### src/rtl/dm_pkg.sv
// Shared debug-module types and constants for the system-bus arbiter.
package dm_pkg;

  typedef enum logic [1:0] {
    SbaArbIdle,
    SbaArbReq,
    SbaArbResp
  } sba_arb_state_e;

  localparam int unsigned SbaArbTimeoutDefault = 1024;

  // Round-robin successor of idx among n requesters.
  function automatic int unsigned rr_next(input int unsigned idx, input int unsigned n);
    return (idx + 1 >= n) ? 0 : idx + 1;
  endfunction

endpackage

### src/rtl/dm_rr_pick.sv
// Combinational round-robin picker: first asserted request at or after ptr_i.
module dm_rr_pick #(
  parameter int unsigned NumReq = 2,
  parameter int unsigned IdxW   = (NumReq > 1) ? $clog2(NumReq) : 1
) (
  input  logic [NumReq-1:0] req_i,
  input  logic [IdxW-1:0]   ptr_i,
  output logic [NumReq-1:0] onehot_o,
  output logic [IdxW-1:0]   idx_o,
  output logic              valid_o
);

  // Scan from the pointer, wrapping modulo NumReq; the first hit wins.
  always_comb begin
    int unsigned cand;
    cand     = 0;
    onehot_o = '0;
    idx_o    = '0;
    valid_o  = 1'b0;
    for (int unsigned i = 0; i < NumReq; i++) begin
      cand = (32'(ptr_i) + i) % NumReq;
      if (!valid_o && req_i[cand[IdxW-1:0]]) begin
        valid_o                     = 1'b1;
        idx_o                       = cand[IdxW-1:0];
        onehot_o[cand[IdxW-1:0]]    = 1'b1;
      end
    end
  end

endmodule

### src/rtl/dm_sba_arb.sv
// Round-robin arbiter sharing one system-bus master port between requesters,
// one outstanding transaction, response routing and a response watchdog.
module dm_sba_arb
  import dm_pkg::*;
#(
  parameter int unsigned BusWidth      = 32,
  parameter int unsigned NumReq        = 2,
  parameter int unsigned TimeoutCycles = SbaArbTimeoutDefault,
  localparam int unsigned IdxW         = (NumReq > 1) ? $clog2(NumReq) : 1,
  localparam int unsigned BeW          = BusWidth / 8
) (
  input  logic                             clk_i,
  input  logic                             rst_ni,
  input  logic                             dmactive_i,
  input  logic [NumReq-1:0]                req_i,
  input  logic [NumReq-1:0][BusWidth-1:0]  add_i,
  input  logic [NumReq-1:0]                we_i,
  input  logic [NumReq-1:0][BusWidth-1:0]  wdata_i,
  input  logic [NumReq-1:0][BeW-1:0]       be_i,
  output logic [NumReq-1:0]                gnt_o,
  output logic [NumReq-1:0]                r_valid_o,
  output logic [NumReq-1:0]                r_err_o,
  output logic [BusWidth-1:0]              r_rdata_o,
  output logic                             master_req_o,
  output logic [BusWidth-1:0]              master_add_o,
  output logic                             master_we_o,
  output logic [BusWidth-1:0]              master_wdata_o,
  output logic [BeW-1:0]                   master_be_o,
  input  logic                             master_gnt_i,
  input  logic                             master_r_valid_i,
  input  logic [BusWidth-1:0]              master_r_rdata_i,
  output logic                             busy_o,
  output logic [IdxW-1:0]                  owner_o
);

  localparam int unsigned CntW        = (TimeoutCycles > 1) ? $clog2(TimeoutCycles) : 1;
  localparam int unsigned TimeoutLast = (TimeoutCycles == 0) ? 0 : TimeoutCycles - 1;

  sba_arb_state_e    state_q, state_d;
  logic [IdxW-1:0]   rr_q, rr_d;
  logic [IdxW-1:0]   owner_q, owner_d;
  logic [CntW-1:0]   cnt_q, cnt_d;

  logic [NumReq-1:0] pick_onehot;
  logic [IdxW-1:0]   pick_idx;
  logic              pick_valid;

  logic              active;
  logic              mreq;
  logic [IdxW-1:0]   sel;

  assign active    = rst_ni & dmactive_i;
  assign r_rdata_o = master_r_rdata_i;

  dm_rr_pick #(
    .NumReq (NumReq),
    .IdxW   (IdxW)
  ) i_rr_pick (
    .req_i    (req_i),
    .ptr_i    (rr_q),
    .onehot_o (pick_onehot),
    .idx_o    (pick_idx),
    .valid_o  (pick_valid)
  );

  // Next-state, grant/response routing and master-port forwarding.
  always_comb begin
    state_d   = state_q;
    rr_d      = rr_q;
    owner_d   = owner_q;
    cnt_d     = '0;
    gnt_o     = '0;
    r_valid_o = '0;
    r_err_o   = '0;
    mreq      = 1'b0;
    sel       = owner_q;

    unique case (state_q)
      SbaArbIdle: begin
        if (pick_valid) begin
          mreq    = 1'b1;
          sel     = pick_idx;
          owner_d = pick_idx;
          if (master_gnt_i) begin
            gnt_o   = pick_onehot;
            rr_d    = IdxW'(rr_next(32'(pick_idx), NumReq));
            state_d = SbaArbResp;
          end else begin
            state_d = SbaArbReq;
          end
        end
      end
      SbaArbReq: begin
        // A dropped request stops forwarding, so no grant reaches the owner.
        mreq = req_i[owner_q];
        if (mreq && master_gnt_i) begin
          gnt_o[owner_q] = 1'b1;
          rr_d           = IdxW'(rr_next(32'(owner_q), NumReq));
          state_d        = SbaArbResp;
        end
      end
      SbaArbResp: begin
        cnt_d = cnt_q + 1'b1;
        if (master_r_valid_i) begin
          r_valid_o[owner_q] = 1'b1;
          state_d            = SbaArbIdle;
          cnt_d              = '0;
        end else if (TimeoutCycles != 0 && cnt_q == CntW'(TimeoutLast)) begin
          r_valid_o[owner_q] = 1'b1;
          r_err_o[owner_q]   = 1'b1;
          state_d            = SbaArbIdle;
          cnt_d              = '0;
        end
      end
      default: state_d = SbaArbIdle;
    endcase

    if (!active) begin
      state_d   = SbaArbIdle;
      rr_d      = '0;
      owner_d   = '0;
      cnt_d     = '0;
      gnt_o     = '0;
      r_valid_o = '0;
      r_err_o   = '0;
      mreq      = 1'b0;
    end

    master_req_o   = mreq;
    master_add_o   = mreq ? add_i[sel]   : '0;
    master_we_o    = mreq ? we_i[sel]    : 1'b0;
    master_wdata_o = mreq ? wdata_i[sel] : '0;
    master_be_o    = mreq ? be_i[sel]    : '0;
    busy_o         = active && (state_q != SbaArbIdle);
    owner_o        = active ? owner_q : '0;
  end

  // State, pointer, owner and watchdog registers.
  always_ff @(posedge clk_i or negedge rst_ni) begin
    if (!rst_ni) begin
      state_q <= SbaArbIdle;
      rr_q    <= '0;
      owner_q <= '0;
      cnt_q   <= '0;
    end else begin
      state_q <= state_d;
      rr_q    <= rr_d;
      owner_q <= owner_d;
      cnt_q   <= cnt_d;
    end
  end

  a_gnt_onehot: assert property (@(posedge clk_i) disable iff (!rst_ni) $onehot0(gnt_o));
  a_rvalid_onehot: assert property (@(posedge clk_i) disable iff (!rst_ni) $onehot0(r_valid_o));
  a_no_req_in_resp: assert property (@(posedge clk_i) disable iff (!rst_ni)
    master_req_o |-> (state_q != SbaArbResp));
  a_req_held: assert property (@(posedge clk_i) disable iff (!rst_ni || !dmactive_i)
    (state_q == SbaArbReq) |-> req_i[owner_q])
    else $error("sba arbiter: requester %0d dropped req_i before grant", owner_q);

endmodule

### config.mk
export PLATFORM = sky130hd
export DESIGN_NAME = dm_sba_arb
export DESIGN_NICKNAME = d
export VERILOG_FILES = /design/src/rtl/dm_pkg.sv /design/src/rtl/dm_rr_pick.sv /design/src/rtl/dm_sba_arb.sv
export SDC_FILE = /design/constraint.sdc
export NUM_CORES = 1
export LEC_CHECK = 0
export CAP_MARGIN = 20
export CORE_AREA = 5 5 109 111
export CTS_CLUSTER_DIAMETER = 120
export DETAILED_ROUTE_END_ITERATION = 16
export DIE_AREA = 0 0 114 116
export PLACE_DENSITY = 0.91
export SETUP_SLACK_MARGIN = 0.15
export SLEW_MARGIN = 20
export SYNTH_ARGS = -nofsm -noshare
export SYNTH_HDL_FRONTEND = slang
export SYNTH_SLANG_ARGS = --single-unit
### constraint.sdc
create_clock -name clk_i -period 5.13 [get_ports clk_i]
set_input_delay 1.539 -clock clk_i [delete_from_list [all_inputs] [get_ports clk_i]]
set_output_delay 1.539 -clock clk_i [all_outputs]
set_load 0.02 [all_outputs]
==> impl_metrics.json, run 1 <==
{
  "run_status": "complete, no violations",
  "grt_pass1_wl_mm": 22.4,
  "simple_gate_share_of_the_synthesized_area": 0.0741,
  "viasPerCell": 6.08,
  "postRouteWirelength_mm": 15.1,
  "top_level_ports": 287,
  "worst-endpoint-arrival_ns": 3.43,
  "clockBufferDepth": 2,
  "worst_r2r_startpoint": "state_q[0]",
  "final_core_util": 0.498,
  "proportion_of_power_drawn_by_combinational_gates": 0.671,
  "power.switching_fraction": 0.398,
  "portion_of_the_clock_cycle_consumed_by_the_worst_path_in_the_final_layout": 0.968,
  "finalMaxSlewViolations": 0,
  "cts.clk_slew.worst_paths_ns": 0.05,
  "worst-slew-pin-transition_ns": 0.637,
  "netSwitchingPower_mw": 0.246,
  "muxShareOfSynthArea": 0.209,
  "drc_errors": 0,
  "hold_path.class": "register to register",
  "floorplan.die.height_um": 116,
  "type_of_origin_of_the_critical_path": "input pin",
  "gp_congestion": 0.894,
  "cts-htree-levels": 1,
  "leakagePower_nw": 2.16,
  "hold-path-cell-count": 1,
  "worst_path_max_delay_cell": "clkdlybuf4s50_1",
  "postSynthRegisterBits": 14,
  "max_cap_viol_count": 0,
  "synthesis.area_mm2": 0.00336,
  "synth-compound-area-share": 0.402,
  "overflow_left_after_global_routing": 0,
  "tritoncts.num_buffers": 3,
  "max_slew_headroom_at_the_worst_pin": 0.575,
  "p_int_mw": 0.372,
  "io_buffers": 222,
  "hold_viol_final": 0,
  "layout_cell_share_with_drive_strength_beyond_1": 0.205,
  "die_area_mm2": 0.0132,
  "ys_dominant_reg_cell": "dfrtp_1",
  "critical_path_peak_fanout": 27,
  "end_kind": "primary output",
  "critical_path_cell_list": "clkdlybuf4s50_1 -> or3b_1 -> a32o_4 -> buf_12 -> mux2i_1 -> dlygate4sd2_1",
  "numClockSinks": 14,
  "postSynthCellCount": 402,
  "avgRoutedWirePerCell_um": 21.3,
  "timing.reg2reg.worst_path_depth": 4,
  "worst-setup-path-type": "input pin to primary output",
  "grt_setup_unrepaired": "yes",
  "cts-root-buf": "clkbuf_8",
  "clk_latency_ns": 0.24,
  "combinational_family_with_the_most_area_after_synthesis": "compound AO/OA/AOI/OAI gates",
  "synth_adder_area_share": 0.00372,
  "first_iter_violations": 335,
  "worst_path_dominant_cell_family": "buffers and inverters",
  "hpwlAfterDp_mm": 11.4,
  "vias": 4298,
  "yosys.cell_types.count": 40,
  "p_seq_frac": 0.185,
  "power_density_mw_per_mm2": 116,
  "synth_xor_area_frac": 0.00782,
  "report.power.total_mw": 0.618,
  "ant_nets": 0,
  "synth.yosys.warnings": 0,
  "antenna_violations_before_repair": 4,
  "fp.dieW_um": 114,
  "setup_viol": 0,
  "cts_tree": "built",
  "max_freq_ghz": 0.201,
  "syn_to_final_growth_pct": 58.6,
  "worst_path_buffer_plus_inverter_count": 3,
  "yosysSeqAreaShare": 0.104,
  "whs_endpoint": "cnt_q[0]",
  "synthesis.area_per_instance_um2": 8.36,
  "clock_skew_ns": 0.00186,
  "max_stage_delay_ns": 0.47,
  "globalRouteTotalUtil": 0.206,
  "ys_async_sr_fraction": 1.00,
  "start_util": 0.314,
  "timing.critical_path.required_ns": 3.59,
  "num-nets-final": 745,
  "cts_hold_repair.buffers": 0,
  "grt_max_degree": 74,
  "power.clock.fraction": 0.144,
  "crit_path_time_final_ns": 4.97,
  "peakVddDrop_uv": 76.3,
  "synth_enable_flop_cells": 0,
  "mappedNetlistNets": 580,
  "placeable_core_region_mm2": 0.0107,
  "first_global_vias": 4312,
  "drtPass1Iterations": 5,
  "r2r_end": "state_q[1]",
  "rows": 38,
  "min_from": "cnt_q[0]",
  "rrSetupSlack_ns": 3.25
}
==> how the worst max path moves through the flow <==
stage | from | to | depth (start not counted) | slack [ns]
floorplan | master_gnt_i | gnt_o[1] | 3 | 0.62
global placement | req_i[1] | master_add_o[31] | 6 | -0.12
detailed placement | req_i[1] | master_be_o[2] | 6 | -0.15
CTS | req_i[1] | master_be_o[2] | 6 | 0.12
global route | req_i[1] | master_wdata_o[17] | 6 | 0.08
finish | req_i[1] | master_wdata_o[17] | 6 | 0.16
==> layout make-up <==
type | count | area [µm²]
well taps | 140 | 175
multi-input cells | 279 | 2370
diodes | 2 | 5.00
clock buffers | 3 | 41.3
inverters | 5 | 21.3
fillers | 1004 | 5370
flip-flops and latches | 14 | 350
repair buffers | 264 | 2360
==> routing by layer <==
layer  global-route usage  vias up  share of wire
met3               0.0350       55          0.065
met5                    0        -         0.0018
li1                     -     2011              -
met1                0.252     2004           0.39
met4                0.108        4          0.046
met2                0.348      224           0.50
==> cell usage in the layout (no fill, tap or decap), drive strengths merged, types with 6 or more instances in the layout <==
cell / count
mux2i: 69
dlygate4sd2: 8
dfrtp: 14
a21oi: 6
buf: 41
o2111ai: 139
nand3: 6
clkdlybuf4s50: 147
nor2: 13
clkbuf: 66
==> synthesized netlist by cell type (all sizes together) (2+ instances only) <==
cell type,number,share of area
dfrtp,14,0.10
inv,5,0.0056
nor2,13,0.015
clkbuf,41,0.046
nand4,2,0.0037
xor2,2,0.0052
nand3,6,0.0089
o21ai,3,0.0045
o2111ai,139,0.36
or2,2,0.0037
a21oi,6,0.0089
nor3,3,0.0045
o31ai,3,0.0067
and4,2,0.0052
a31oi,2,0.0037
mux2i,69,0.21
or4,2,0.0045
buf,63,0.15
or3,3,0.0056
nand2,5,0.0056
nor4,2,0.0037
==> power by group through the flow <==
stage	logic (mW)	registers (mW)	clock network (mW)
after detailed placement	0.434	0.116	0
after global routing	0.441	0.114	0.0965
final	0.414	0.114	0.0890
after floorplan	0.254	0.115	0
after global placement	0.425	0.116	0
after CTS	0.416	0.114	0.0885
==> per-stage QoR <==
step	hold WS [ns]	cell area [µm²]	instances	worst slack, ns	setup TNS [ns]
after floorplan	0.475	3360	402	0.615	0
after global placement	0.504	5560	701	-0.115	-5.46
after detailed placement	0.535	5560	701	-0.151	-6.66
after CTS	0.539	5520	704	0.122	0
after global routing	0.574	5330	707	0.0847	0
final	0.534	5330	707	0.164	0
==> cells by family (layout without fill, tap and decap cells) <==
logic type	count (synthesis)	in the layout
AO/OA/AOI/OAI	159	159
XOR/XNOR	3	3
adder cells (fa/ha/maj)	1	1
buffers and inverters	109	272
flip-flops	14	14
multiplexers	70	70
other	0	2
AND/OR/NAND/NOR	46	46
==> worst register-to-register path: stages, from the launching register on <==
cell and delay [ns]:
dfrtp_1 0.50, inv_4 0.53, buf_12 0.38, nor2_1 0.15
o31ai_1 0.24
==> repair_timing <==
action                                  in CTS  in global routing
setup buffers                                0                  0
gates resized for setup                     84                123
endpoints found under the setup margin      75                 70
cloned                                       0                  1
==> sequential cells by signal, indices dropped and copies added (netlist names) <==
| register | count |
|---|---|
| owner_q | 1 |
| cnt_q | 10 |
| state_q | 2 |
| rr_q | 1 |
Note: power is estimated with default switching activity, not from simulation.
==> run 2: changes to the inputs <==
Settings changed: CTS_CLUSTER_DIAMETER 120 to unset.
==> results of run 2 <==
The final DEF is identical to that of run 1; final timing and power are the same.
